`src/rtl/cpu_control_fsm_pkg.sv`:
```
// Shared definitions for the multi-cycle control sequencer and its decoder:
// internal opcode codes, sequencer states, trap causes and PC-select codes.
// Opcodes are the core's compacted 7-bit codes; anything above SYSTEM is illegal.
package cpu_control_fsm_pkg;

  localparam int OPCODE_W_DEF    = 7;
  localparam int MEM_TIMEOUT_DEF = 16;

  // Compacted internal opcode field, OP_IMM..SYSTEM
  localparam logic [6:0] OPC_OP_IMM   = 7'd0;
  localparam logic [6:0] OPC_OP       = 7'd1;
  localparam logic [6:0] OPC_LUI      = 7'd2;
  localparam logic [6:0] OPC_AUIPC    = 7'd3;
  localparam logic [6:0] OPC_JAL      = 7'd4;
  localparam logic [6:0] OPC_JALR     = 7'd5;
  localparam logic [6:0] OPC_BRANCH   = 7'd6;
  localparam logic [6:0] OPC_LOAD     = 7'd7;
  localparam logic [6:0] OPC_STORE    = 7'd8;
  localparam logic [6:0] OPC_MISC_MEM = 7'd9;
  localparam logic [6:0] OPC_SYSTEM   = 7'd10;

  // PC next-value select
  localparam logic [1:0] PC_SEL_SEQ = 2'b00;  // pc + 4
  localparam logic [1:0] PC_SEL_REL = 2'b01;  // pc + imm
  localparam logic [1:0] PC_SEL_REG = 2'b10;  // rs + imm

  typedef enum logic [2:0] {
    S_IDLE      = 3'd0,
    S_FETCH     = 3'd1,
    S_DECODE    = 3'd2,
    S_EXECUTE   = 3'd3,
    S_MEMORY    = 3'd4,
    S_WRITEBACK = 3'd5,
    S_TRAP      = 3'd6
  } state_t;

  typedef enum logic [1:0] {
    CAUSE_NONE    = 2'b00,
    CAUSE_ILLEGAL = 2'b01,
    CAUSE_TIMEOUT = 2'b10,
    CAUSE_SYSTEM  = 2'b11
  } cause_t;

  // Instructions that produce a register result
  function automatic logic writes_reg(input logic [6:0] op);
    case (op)
      OPC_OP_IMM, OPC_OP, OPC_LUI, OPC_AUIPC,
      OPC_JAL, OPC_JALR, OPC_LOAD: writes_reg = 1'b1;
      default:                     writes_reg = 1'b0;
    endcase
  endfunction

endpackage

```
`src/rtl/cpu_control_fsm_if.sv`:
```
// Handshake and control bundle between the sequencer and the rest of the core.
// master = the sequencer (drives requests/enables), slave = datapath/bus side.
// Pure wiring, no latency; requests are plain levels acknowledged by *_ack.
interface cpu_control_fsm_if
  import cpu_control_fsm_pkg::*;
#(
  parameter int OPCODE_W = OPCODE_W_DEF
);
  logic                run;
  logic [OPCODE_W-1:0] opcode;
  logic                imem_ack;
  logic                dmem_ack;
  logic                branch_taken;
  logic                imem_req;
  logic                dmem_req;
  logic                dmem_we;
  logic                dec_enable;
  logic                alu_enable;
  logic                reg_we;
  logic                pc_we;
  logic [1:0]          pc_sel;
  logic                retire;
  logic [31:0]         instret;
  logic                trap;
  logic [1:0]          trap_cause;

  modport master (
    input  run, opcode, imem_ack, dmem_ack, branch_taken,
    output imem_req, dmem_req, dmem_we, dec_enable, alu_enable, reg_we,
           pc_we, pc_sel, retire, instret, trap, trap_cause
  );

  modport slave (
    output run, opcode, imem_ack, dmem_ack, branch_taken,
    input  imem_req, dmem_req, dmem_we, dec_enable, alu_enable, reg_we,
           pc_we, pc_sel, retire, instret, trap, trap_cause
  );
endinterface

```
`src/rtl/cpu_control_fsm_bus_timer.sv`:
```
// Wait counter for FETCH/MEMORY bus handshakes; expired flags the last allowed cycle.
// Registered count, combinational expired; clear wins over count_en.
// No backpressure: counts every enabled cycle and holds at the last value.
module bus_timer #(
  parameter int MEM_TIMEOUT = 16
) (
  input  logic clock,
  input  logic reset_n,
  input  logic clear,
  input  logic count_en,
  output logic expired
);
  localparam int            CW   = $clog2(MEM_TIMEOUT);
  localparam logic [CW-1:0] LAST = CW'(MEM_TIMEOUT - 1);

  logic [CW-1:0] count;

  // Count waiting cycles; stop at the last allowed value so it never wraps
  always_ff @(posedge clock or negedge reset_n) begin
    if (!reset_n) begin
      count <= '0;
    end else if (clear) begin
      count <= '0;
    end else if (count_en && !expired) begin
      count <= count + 1'b1;
    end
  end

  assign expired = count_en && (count == LAST);

endmodule

```
`src/rtl/cpu_control_fsm.sv`:
```
// Multi-cycle control sequencer: FETCH -> DECODE -> EXECUTE -> [MEMORY] -> WRITEBACK.
// ALU-type instruction 4 cycles with immediate acks, LOAD/STORE 5; TRAP is sticky until reset.
// Waits on imem_ack/dmem_ack with a bounded timeout; run is honoured only in IDLE and WRITEBACK.
module cpu_control_fsm
  import cpu_control_fsm_pkg::*;
#(
  parameter int MEM_TIMEOUT = MEM_TIMEOUT_DEF,
  parameter int OPCODE_W    = OPCODE_W_DEF
) (
  input  logic              clock,
  input  logic              reset_n,
  cpu_control_fsm_if.master bus
);

  state_t              state, next_state;
  cause_t              cause_q, next_cause;
  logic [OPCODE_W-1:0] op_q;
  logic [31:0]         instret_q;
  logic                waiting;
  logic                expired;

  logic                imem_req, dmem_req, dmem_we, dec_enable, alu_enable;
  logic                reg_we, pc_we, retire, trap;
  logic [1:0]          pc_sel;

  // The counter sits at zero outside the two wait states, so it starts from zero on entry
  assign waiting = (state == S_FETCH) || (state == S_MEMORY);

  bus_timer #(.MEM_TIMEOUT(MEM_TIMEOUT)) u_bus_timer (
    .clock    (clock),
    .reset_n  (reset_n),
    .clear    (!waiting),
    .count_en (waiting),
    .expired  (expired)
  );

  // State and trap-cause registers
  always_ff @(posedge clock or negedge reset_n) begin
    if (!reset_n) begin
      state   <= S_IDLE;
      cause_q <= CAUSE_NONE;
    end else begin
      state   <= next_state;
      cause_q <= next_cause;
    end
  end

  // Capture the opcode while it is valid so later states decode from op_q only
  always_ff @(posedge clock or negedge reset_n) begin
    if (!reset_n) begin
      op_q <= '0;
    end else if (state == S_DECODE) begin
      op_q <= bus.opcode;
    end
  end

  // Retired-instruction counter, wraps naturally at 2^32
  always_ff @(posedge clock or negedge reset_n) begin
    if (!reset_n) begin
      instret_q <= '0;
    end else if (state == S_WRITEBACK) begin
      instret_q <= instret_q + 32'd1;
    end
  end

  // Next-state and control-output decode
  always_comb begin
    next_state = state;
    next_cause = cause_q;
    imem_req   = 1'b0;
    dmem_req   = 1'b0;
    dmem_we    = 1'b0;
    dec_enable = 1'b0;
    alu_enable = 1'b0;
    reg_we     = 1'b0;
    pc_we      = 1'b0;
    pc_sel     = PC_SEL_SEQ;
    retire     = 1'b0;
    trap       = 1'b0;
    case (state)
      S_IDLE: begin
        if (bus.run) next_state = S_FETCH;
      end
      S_FETCH: begin
        imem_req = 1'b1;
        // An ack on the last allowed cycle still completes the fetch
        if (bus.imem_ack) begin
          next_state = S_DECODE;
        end else if (expired) begin
          next_state = S_TRAP;
          next_cause = CAUSE_TIMEOUT;
        end
      end
      S_DECODE: begin
        dec_enable = 1'b1;
        if (bus.opcode > OPCODE_W'(OPC_SYSTEM)) begin
          next_state = S_TRAP;
          next_cause = CAUSE_ILLEGAL;
        end else begin
          next_state = S_EXECUTE;
        end
      end
      S_EXECUTE: begin
        alu_enable = 1'b1;
        case (op_q)
          OPC_LOAD, OPC_STORE: next_state = S_MEMORY;
          OPC_SYSTEM: begin
            next_state = S_TRAP;
            next_cause = CAUSE_SYSTEM;
          end
          default:             next_state = S_WRITEBACK;
        endcase
      end
      S_MEMORY: begin
        dmem_req = 1'b1;
        dmem_we  = (op_q == OPC_STORE);
        if (bus.dmem_ack) begin
          next_state = S_WRITEBACK;
        end else if (expired) begin
          next_state = S_TRAP;
          next_cause = CAUSE_TIMEOUT;
        end
      end
      S_WRITEBACK: begin
        pc_we  = 1'b1;
        retire = 1'b1;
        reg_we = writes_reg(op_q);
        // branch_taken is the ALU's registered compare result, only consulted here
        if (op_q == OPC_JAL || (op_q == OPC_BRANCH && bus.branch_taken)) begin
          pc_sel = PC_SEL_REL;
        end else if (op_q == OPC_JALR) begin
          pc_sel = PC_SEL_REG;
        end
        next_state = bus.run ? S_FETCH : S_IDLE;
      end
      S_TRAP: begin
        trap = 1'b1;
      end
      default: begin
        next_state = S_IDLE;
      end
    endcase
  end

  assign bus.imem_req   = imem_req;
  assign bus.dmem_req   = dmem_req;
  assign bus.dmem_we    = dmem_we;
  assign bus.dec_enable = dec_enable;
  assign bus.alu_enable = alu_enable;
  assign bus.reg_we     = reg_we;
  assign bus.pc_we      = pc_we;
  assign bus.pc_sel     = pc_sel;
  assign bus.retire     = retire;
  assign bus.instret    = instret_q;
  assign bus.trap       = trap;
  assign bus.trap_cause = cause_q;

endmodule

```
`src/flat_wrapper.sv`:
```
// flat-port wrapper written by rule: the top's interface ports become plain ports
module cpu_control_fsm_flat import cpu_control_fsm_pkg::*;
#(
  parameter int MEM_TIMEOUT = MEM_TIMEOUT_DEF,
  parameter int OPCODE_W    = OPCODE_W_DEF
)
  (clock, reset_n, bus_run, bus_opcode, bus_imem_ack, bus_dmem_ack, bus_branch_taken, bus_imem_req, bus_dmem_req, bus_dmem_we, bus_dec_enable, bus_alu_enable, bus_reg_we, bus_pc_we, bus_pc_sel, bus_retire, bus_instret, bus_trap, bus_trap_cause);
  cpu_control_fsm_if #(.OPCODE_W(OPCODE_W)) bus_i ();
  input  logic clock;
  input  logic reset_n;
  input wire logic [$bits(bus_i.run)-1:0] bus_run;
  input wire logic [$bits(bus_i.opcode)-1:0] bus_opcode;
  input wire logic [$bits(bus_i.imem_ack)-1:0] bus_imem_ack;
  input wire logic [$bits(bus_i.dmem_ack)-1:0] bus_dmem_ack;
  input wire logic [$bits(bus_i.branch_taken)-1:0] bus_branch_taken;
  output wire logic [$bits(bus_i.imem_req)-1:0] bus_imem_req;
  output wire logic [$bits(bus_i.dmem_req)-1:0] bus_dmem_req;
  output wire logic [$bits(bus_i.dmem_we)-1:0] bus_dmem_we;
  output wire logic [$bits(bus_i.dec_enable)-1:0] bus_dec_enable;
  output wire logic [$bits(bus_i.alu_enable)-1:0] bus_alu_enable;
  output wire logic [$bits(bus_i.reg_we)-1:0] bus_reg_we;
  output wire logic [$bits(bus_i.pc_we)-1:0] bus_pc_we;
  output wire logic [$bits(bus_i.pc_sel)-1:0] bus_pc_sel;
  output wire logic [$bits(bus_i.retire)-1:0] bus_retire;
  output wire logic [$bits(bus_i.instret)-1:0] bus_instret;
  output wire logic [$bits(bus_i.trap)-1:0] bus_trap;
  output wire logic [$bits(bus_i.trap_cause)-1:0] bus_trap_cause;
  assign bus_i.run = bus_run;
  assign bus_i.opcode = bus_opcode;
  assign bus_i.imem_ack = bus_imem_ack;
  assign bus_i.dmem_ack = bus_dmem_ack;
  assign bus_i.branch_taken = bus_branch_taken;
  assign bus_imem_req = bus_i.imem_req;
  assign bus_dmem_req = bus_i.dmem_req;
  assign bus_dmem_we = bus_i.dmem_we;
  assign bus_dec_enable = bus_i.dec_enable;
  assign bus_alu_enable = bus_i.alu_enable;
  assign bus_reg_we = bus_i.reg_we;
  assign bus_pc_we = bus_i.pc_we;
  assign bus_pc_sel = bus_i.pc_sel;
  assign bus_retire = bus_i.retire;
  assign bus_instret = bus_i.instret;
  assign bus_trap = bus_i.trap;
  assign bus_trap_cause = bus_i.trap_cause;
  cpu_control_fsm #(.MEM_TIMEOUT(MEM_TIMEOUT), .OPCODE_W(OPCODE_W)) u_core (.clock(clock), .reset_n(reset_n), .bus(bus_i));
endmodule
```
`config.mk`:
```
export PLATFORM = sky130hd
export DESIGN_NAME = cpu_control_fsm_flat
export DESIGN_NICKNAME = d
export VERILOG_FILES = /design/src/rtl/cpu_control_fsm_pkg.sv /design/src/rtl/cpu_control_fsm_if.sv /design/src/rtl/cpu_control_fsm_bus_timer.sv /design/src/rtl/cpu_control_fsm.sv /design/src/flat_wrapper.sv
export SDC_FILE = /design/constraint.sdc
export NUM_CORES = 1
export LEC_CHECK = 0
export ABC_AREA = 1
export CAP_MARGIN = 20
export CORE_ASPECT_RATIO = 0.9
export CORE_UTILIZATION = 50
export DETAILED_ROUTE_END_ITERATION = 10
export GPL_TIMING_DRIVEN = 0
export PLACE_DENSITY = 0.79
export SETUP_SLACK_MARGIN = 0.4
export SYNTH_ARGS = -nofsm -noshare
export SYNTH_HDL_FRONTEND = slang
export SYNTH_SLANG_ARGS = --single-unit
export TNS_END_PERCENT = 1
```
`constraint.sdc`:
```
create_clock -name clock -period 2.2 [get_ports clock]
set_input_delay 0.44 -clock clock [delete_from_list [all_inputs] [get_ports clock]]
set_output_delay 0.44 -clock clock [all_outputs]
set_load 0.05 [all_outputs]
```
* Word level (Yosys, flattened, before mapping)
Index checks and enable logic that the tools add are counted.
** Word-level totals
- Flip-flop bits (word level) :: 48
- Output and inout bits :: 45
** Operators by class
- Add/subtract/negate cells :: 2
- Order comparisons :: 1
- Equality and inequality tests :: 22
- Multiplexer cells :: 28
- Bitwise operators :: 1
- Reductions and logical operators :: 13
** Operators with widths (number)
- $add A32 B1 Y32 const B :: 1
- $eq A7 B3 Y1 const B :: 4
- $pmux W3 S7 :: 1
- $mux W2 :: 8
- $mux W3 :: 5
- $eq A7 B2 Y1 const B :: 2
- $eq A7 B4 Y1 const B :: 2
- $mux W1 :: 10
- $eq A3 B3 Y1 const B :: 3
- $mux W4 :: 2
- $ne A2 B2 Y1 const B :: 4
- $pmux W2 S4 :: 1
- $eq A7 B1 Y1 const B :: 1
- $gt A7 B4 Y1 const B :: 1
- $logic_not A7 Y1 :: 1
- $reduce_or A7 Y1 :: 1
- $eq A3 B2 Y1 const B :: 2
- $reduce_and A5 Y1 :: 1
- $add A4 B1 Y4 const B :: 1
- $eq A4 B4 Y1 const B :: 1
- $ne A2 B1 Y1 const B :: 2
- $pmux W2 S2 :: 1
- $reduce_bool A4 Y1 :: 1
- $eq A3 B1 Y1 const B :: 1
- other kinds (7) :: 10

* Depth between registers and ports, before layout
Gate-level depths: netlist of run 1.
- Depth in word-level cells :: 7
- Gate-level depth with buffers :: 9

* Modules after synthesis
From an unflattened synthesis of run 1, not the netlist that was laid out.
** Unflattened totals
- Cell total of the unflattened synthesis :: 371
- Area total of the unflattened synthesis :: 2787.7 um^2
** Modules (own cells, without submodules)
- cpu_control_fsm :: times used 1, cells each 342, area an instance 2561.2 um^2
- bus_timer :: times used 1, cells each 29, area an instance 226.5 um^2

* Least setup slack after synthesis of run 1
No wires, ideal clock.
- Path kind :: register to output
- Start point :: register u_core.op_q[5]
- End point :: output bus_pc_sel[1]
- Data arrival time :: 2.398 ns
- Slack :: -0.638 ns
- Stages on the path, launching flop included :: 6
- Cells stage by stage :: dfrtp_1 -> nor3_1 -> inv_1 -> nor2_1 -> inv_1 -> nor4_1
** On the way
- Longest elaborated chain between the ends :: 5
** Ends and longest elaborated chain
- start: declaration :: RTL line cpu_control_fsm.sv:17 : logic [OPCODE_W-1:0] op_q;
- start signal: assignment :: RTL line cpu_control_fsm.sv:53 : op_q <= bus.opcode;
- $eq A7 B3 Y1 :: RTL line cpu_control_fsm.sv:129 : if (op_q == OPC_JAL || (op_q == OPC_BRANCH && bus.branch_taken)) begin
- $logic_and A1 B1 Y1 :: RTL line cpu_control_fsm.sv:129
- $logic_or A1 B1 Y1 :: RTL line cpu_control_fsm.sv:129
- $mux W2 * :: RTL line cpu_control_fsm.sv:129
- $mux W2 * :: RTL line cpu_control_fsm.sv:80 : case (state)
- end: declaration :: RTL line flat_wrapper.sv:23 : output wire logic [$bits(bus_i.pc_sel)-1:0] bus_pc_sel;
Mark *: on every way between the ends. The rest lies on a longest branch, timed or not.

* Final worst setup path of run 1
- Start point :: register u_core.state[2]
- End point :: output bus_dec_enable
** On the way
- Longest elaborated chain between the ends :: 2
** Ends and longest elaborated chain
- start: declaration :: RTL line cpu_control_fsm.sv:15 : state_t state, next_state;
- start signal: assignment :: RTL line cpu_control_fsm.sv:43 : state <= next_state;
- $eq A3 B2 Y1 :: RTL line cpu_control_fsm.sv:80
- $mux W1 :: RTL line cpu_control_fsm.sv:80
- end: declaration :: RTL line flat_wrapper.sv:19 : output wire logic [$bits(bus_i.dec_enable)-1:0] bus_dec_enable;
No other way between the ends.

==> results of run 1 <==
-- per-stage QoR --
step | total power, mW | std cells | setup TNS, ns | utilization (%)
floorplan | 0.902 | 354 | 0 | -
global placement | 0.944 | 478 | -33.04 | 65.0
detailed placement | 0.948 | 479 | -1.34 | 65.3
CTS | 1.49 | 487 | 0 | 67.3
global route | 1.52 | 490 | 0 | 67.8
finish | 1.47 | 490 | 0 | 67.8
-- critical path: stages (launching register included) --
cell and delay (ns):
dfrtp_1 0.46, inv_2 0.14, nand2_1 0.13, nor2_4 0.20, buf_4 0.18, buf_4 0.20
-- cells in the mapped netlist, types with 2 or more instances --
cell	count
a21oi_1	2
buf_6	2
dfrtp_1	48
ha_1	2
inv_1	40
nand2_1	112
nand2_2	8
nand2_4	2
nand3_1	19
nand3b_1	3
nand4_1	12
nor2_1	38
nor2_2	4
nor2_4	3
nor3_1	13
o21ai_0	12
xnor2_1	9
xnor2_2	4
xor2_1	11
-- registers in the layout, summed over array words and instances (netlist names) --
register / cells
u_core.state: 3
u_core.bus.instret: 32
u_core.op_q: 7
u_core.u_bus_timer.count: 4
u_core.bus.trap_cause: 2
-- layout make-up --
type / count / area share (%)
Buffer: 4 / 1.05
Clock buffer: 6 / 2.30
Tap cell: 67 / 2.34
Clock inverter: 2 / 0.279
Timing Repair Buffer: 61 / 16.8
Inverter: 42 / 4.54
Sequential cell: 48 / 33.5
Multi-Input combinational cell: 260 / 39.1
-- report_power, final --
group | internal (mW) | total, mW | switching, mW | leakage [nW]
clock | 0.251 | 0.538 | 0.287 | 0.0510
combinational | 0.0227 | 0.0474 | 0.0247 | 1.10
sequential | 0.881 | 0.881 | 0 | 0.622
-- kinds of logic (layout without fill, tap and decap cells) --
kind of cell               count (synthesis)  after routing  share of synthesized area, %
AOI/OAI and AO/OA                         15             15                          2.82
xor gates and xnor gates                  24             24                          8.73
adders and majority gates                  2              2                         0.909
buffers and inverters                     46            115                          7.09
DFF                                       48             48                          43.7
and+or+nand+nor                          219            219                          36.8
-- layer usage --
metal  global-route usage (%)  vias to the layer above
li1                         -                     1256
met1                     30.8                     1153
met2                     36.8                       79
met3                     4.65                       10
met4                     9.13                        0
met5                        0                        -
-- worst paths after layout --
path	start	endpoint	slack, ns	cells past startpoint
worst max register to register	u_core.bus.instret[0]	u_core.bus.instret[22]	0.58	7
min in group clock	u_core.bus.trap_cause[1]	u_core.bus.trap_cause[1]	0.51	2
worst min-delay path	reset_n	u_core.bus.instret[7]	0.05	1
worst max-delay path	u_core.state[2]	bus_dec_enable	0.14	5
max in group asynchronous	reset_n	u_core.state[0]	1.65	2
worst min register to register	u_core.bus.trap_cause[1]	u_core.bus.trap_cause[1]	0.51	2
-- cells in the final DEF, fill, tap and decap left out, types with 8 or more instances in the layout --
master | synthesis | final
nand3_1 | 19 | 19
xor2_1 | 11 | 11
clkdlybuf4s50_1 | 0 | 42
nand2_2 | 8 | 8
dfrtp_1 | 48 | 47
nor3_1 | 13 | 9
nand2_1 | 112 | 112
inv_1 | 40 | 37
xnor2_1 | 9 | 9
nand4_1 | 12 | 12
nor2_1 | 38 | 37
o21ai_0 | 12 | 12
-- repair_timing --
action                                  CTS  global route
endpoints found under the setup margin   45            45
setup buffers                             0             3
gates resized for setup                  59             6
pin swaps                                 0             2
==> qor.yml, run 1 <==
detailed_routing:
  routed.top_layer: "met4"
  wl_met1_um: 2850
  ant_nets: 0
  vias_per_cell: 5.10
  drc: 0
  firstDrtPassIters: 4
  vias: 2498
  wl_per_cell_um: 12.5
  wl_met2_um: 2820
  routed_wl_um: 6100
  wl_met3_um: 313
  drt_iter0_markers: 116
critical_path:
  critical_path.endpoint_type: "output port"
  arrival_ns: 1.62
  required_ns: 1.76
  worst-path-max-fanout: 10
  start_kind: "flop"
  critPathKind: "flop to output port"
synthesis:
  synth_edf_count: 0
  synth-seq-area-share_pct: 43.7
  yosysTopAreaCell: "dfrtp_1"
  netlist_top_cells_area: "dfrtp_1, nand2_1, inv_1"
  synthesis.area_mm2: 0.00275
  synth.distinct_cells: 29
  synthCells: 354
  synth_top_flop_cell: "dfrtp_1"
  synth.net_count: 369
  yosysWarnings: 0
  synth_top_area_share_pct: 43.7
  synth_seq_cells: 48
  postSynthAreaPerCell_um2: 7.77
  async_flop_share_pct: 100
grt:
  antenna_found_initial: 0
  grt_pass1_wl_um: 10200
  grt_pass1_vias: 2224
  grt_max_degree: 33
  grt_usage_pct: 23.0
  overflow: 0
timing:
  fmax_mhz: 486
  slew_headroom_pct: 66.1
  min_period_ns: 2.06
  setup_viol: 0
  tightestPinTransition_ns: 0.507
  final_hold_viol_count: 0
  fin_ws_ns: 0.141
  rsz0062_at_grt: "yes"
  timing.hold.ws_ns: 0.0465
  slew_viol_final: 0
  period_share_pct: 93.6
  fin_skew_ns: 0.00806
finish:
  drive_above_1_share_pct: 15.1
  multi_input_area_mm2: 0.00140
  nets: 437
  area_delta_synth_final_pct: 30.3
  regArea_mm2: 0.00120
  final_area_mm2: 0.00359
  fillers: 457
  diodes: 0
die:
  die_area_mm2: 0.00580
  coreArea_mm2: 0.00529
  dieWidth_um: 80.2
  die_h_um: 72.4
  start_util_pct: 52.0
  ios: 58
  rows: 25
run_status:
  outcome: "finished, final reports clean"
clock_network:
  root_buffer: "clkbuf_8"
  htreeDepth: 2
  cts_buffers: 5
  cts_tree: "done"
  clk_path_buf_depth: 2
  cts.sinks: 48
  cts.clk_slew.worst_paths_ns: 0.09
  cts_hold_buf: 0
  clk_latency_ns: 0.30
placement:
  pre_cts_ws_ns: -0.377
  hpwl_um: 4680
  place_congestion: 0.884
  io_buffers: 57
  dpl_cell_area_mm2: 0.00345
job:
  drv_cap: 0
power_and_ir_drop:
  leakagePower_nw: 1.77
  power.density_mw_per_mm2: 409
  max-vdd-ir-drop_v: 0.000298
hold_path:
  hold_class: "primary input to asynchronous set/reset pin"
(Power assumes the default switching activity.)
==> run 2: changes to the inputs <==
--- a/config.mk
+++ b/config.mk
@@ -6,13 +6,14 @@
 export NUM_CORES = 1
 export LEC_CHECK = 0
 export ABC_AREA = 1
-export CAP_MARGIN = 20
+export CAP_MARGIN = 15
 export CORE_ASPECT_RATIO = 0.9
 export CORE_UTILIZATION = 50
 export DETAILED_ROUTE_END_ITERATION = 10
 export GPL_TIMING_DRIVEN = 0
 export PLACE_DENSITY = 0.79
 export SETUP_SLACK_MARGIN = 0.4
+export SLEW_MARGIN = 10
 export SYNTH_ARGS = -nofsm -noshare
 export SYNTH_HDL_FRONTEND = slang
 export SYNTH_SLANG_ARGS = --single-unit
==> results of run 2 <==
Same layout as run 1: the final DEF is identical, and so are final timing and power.
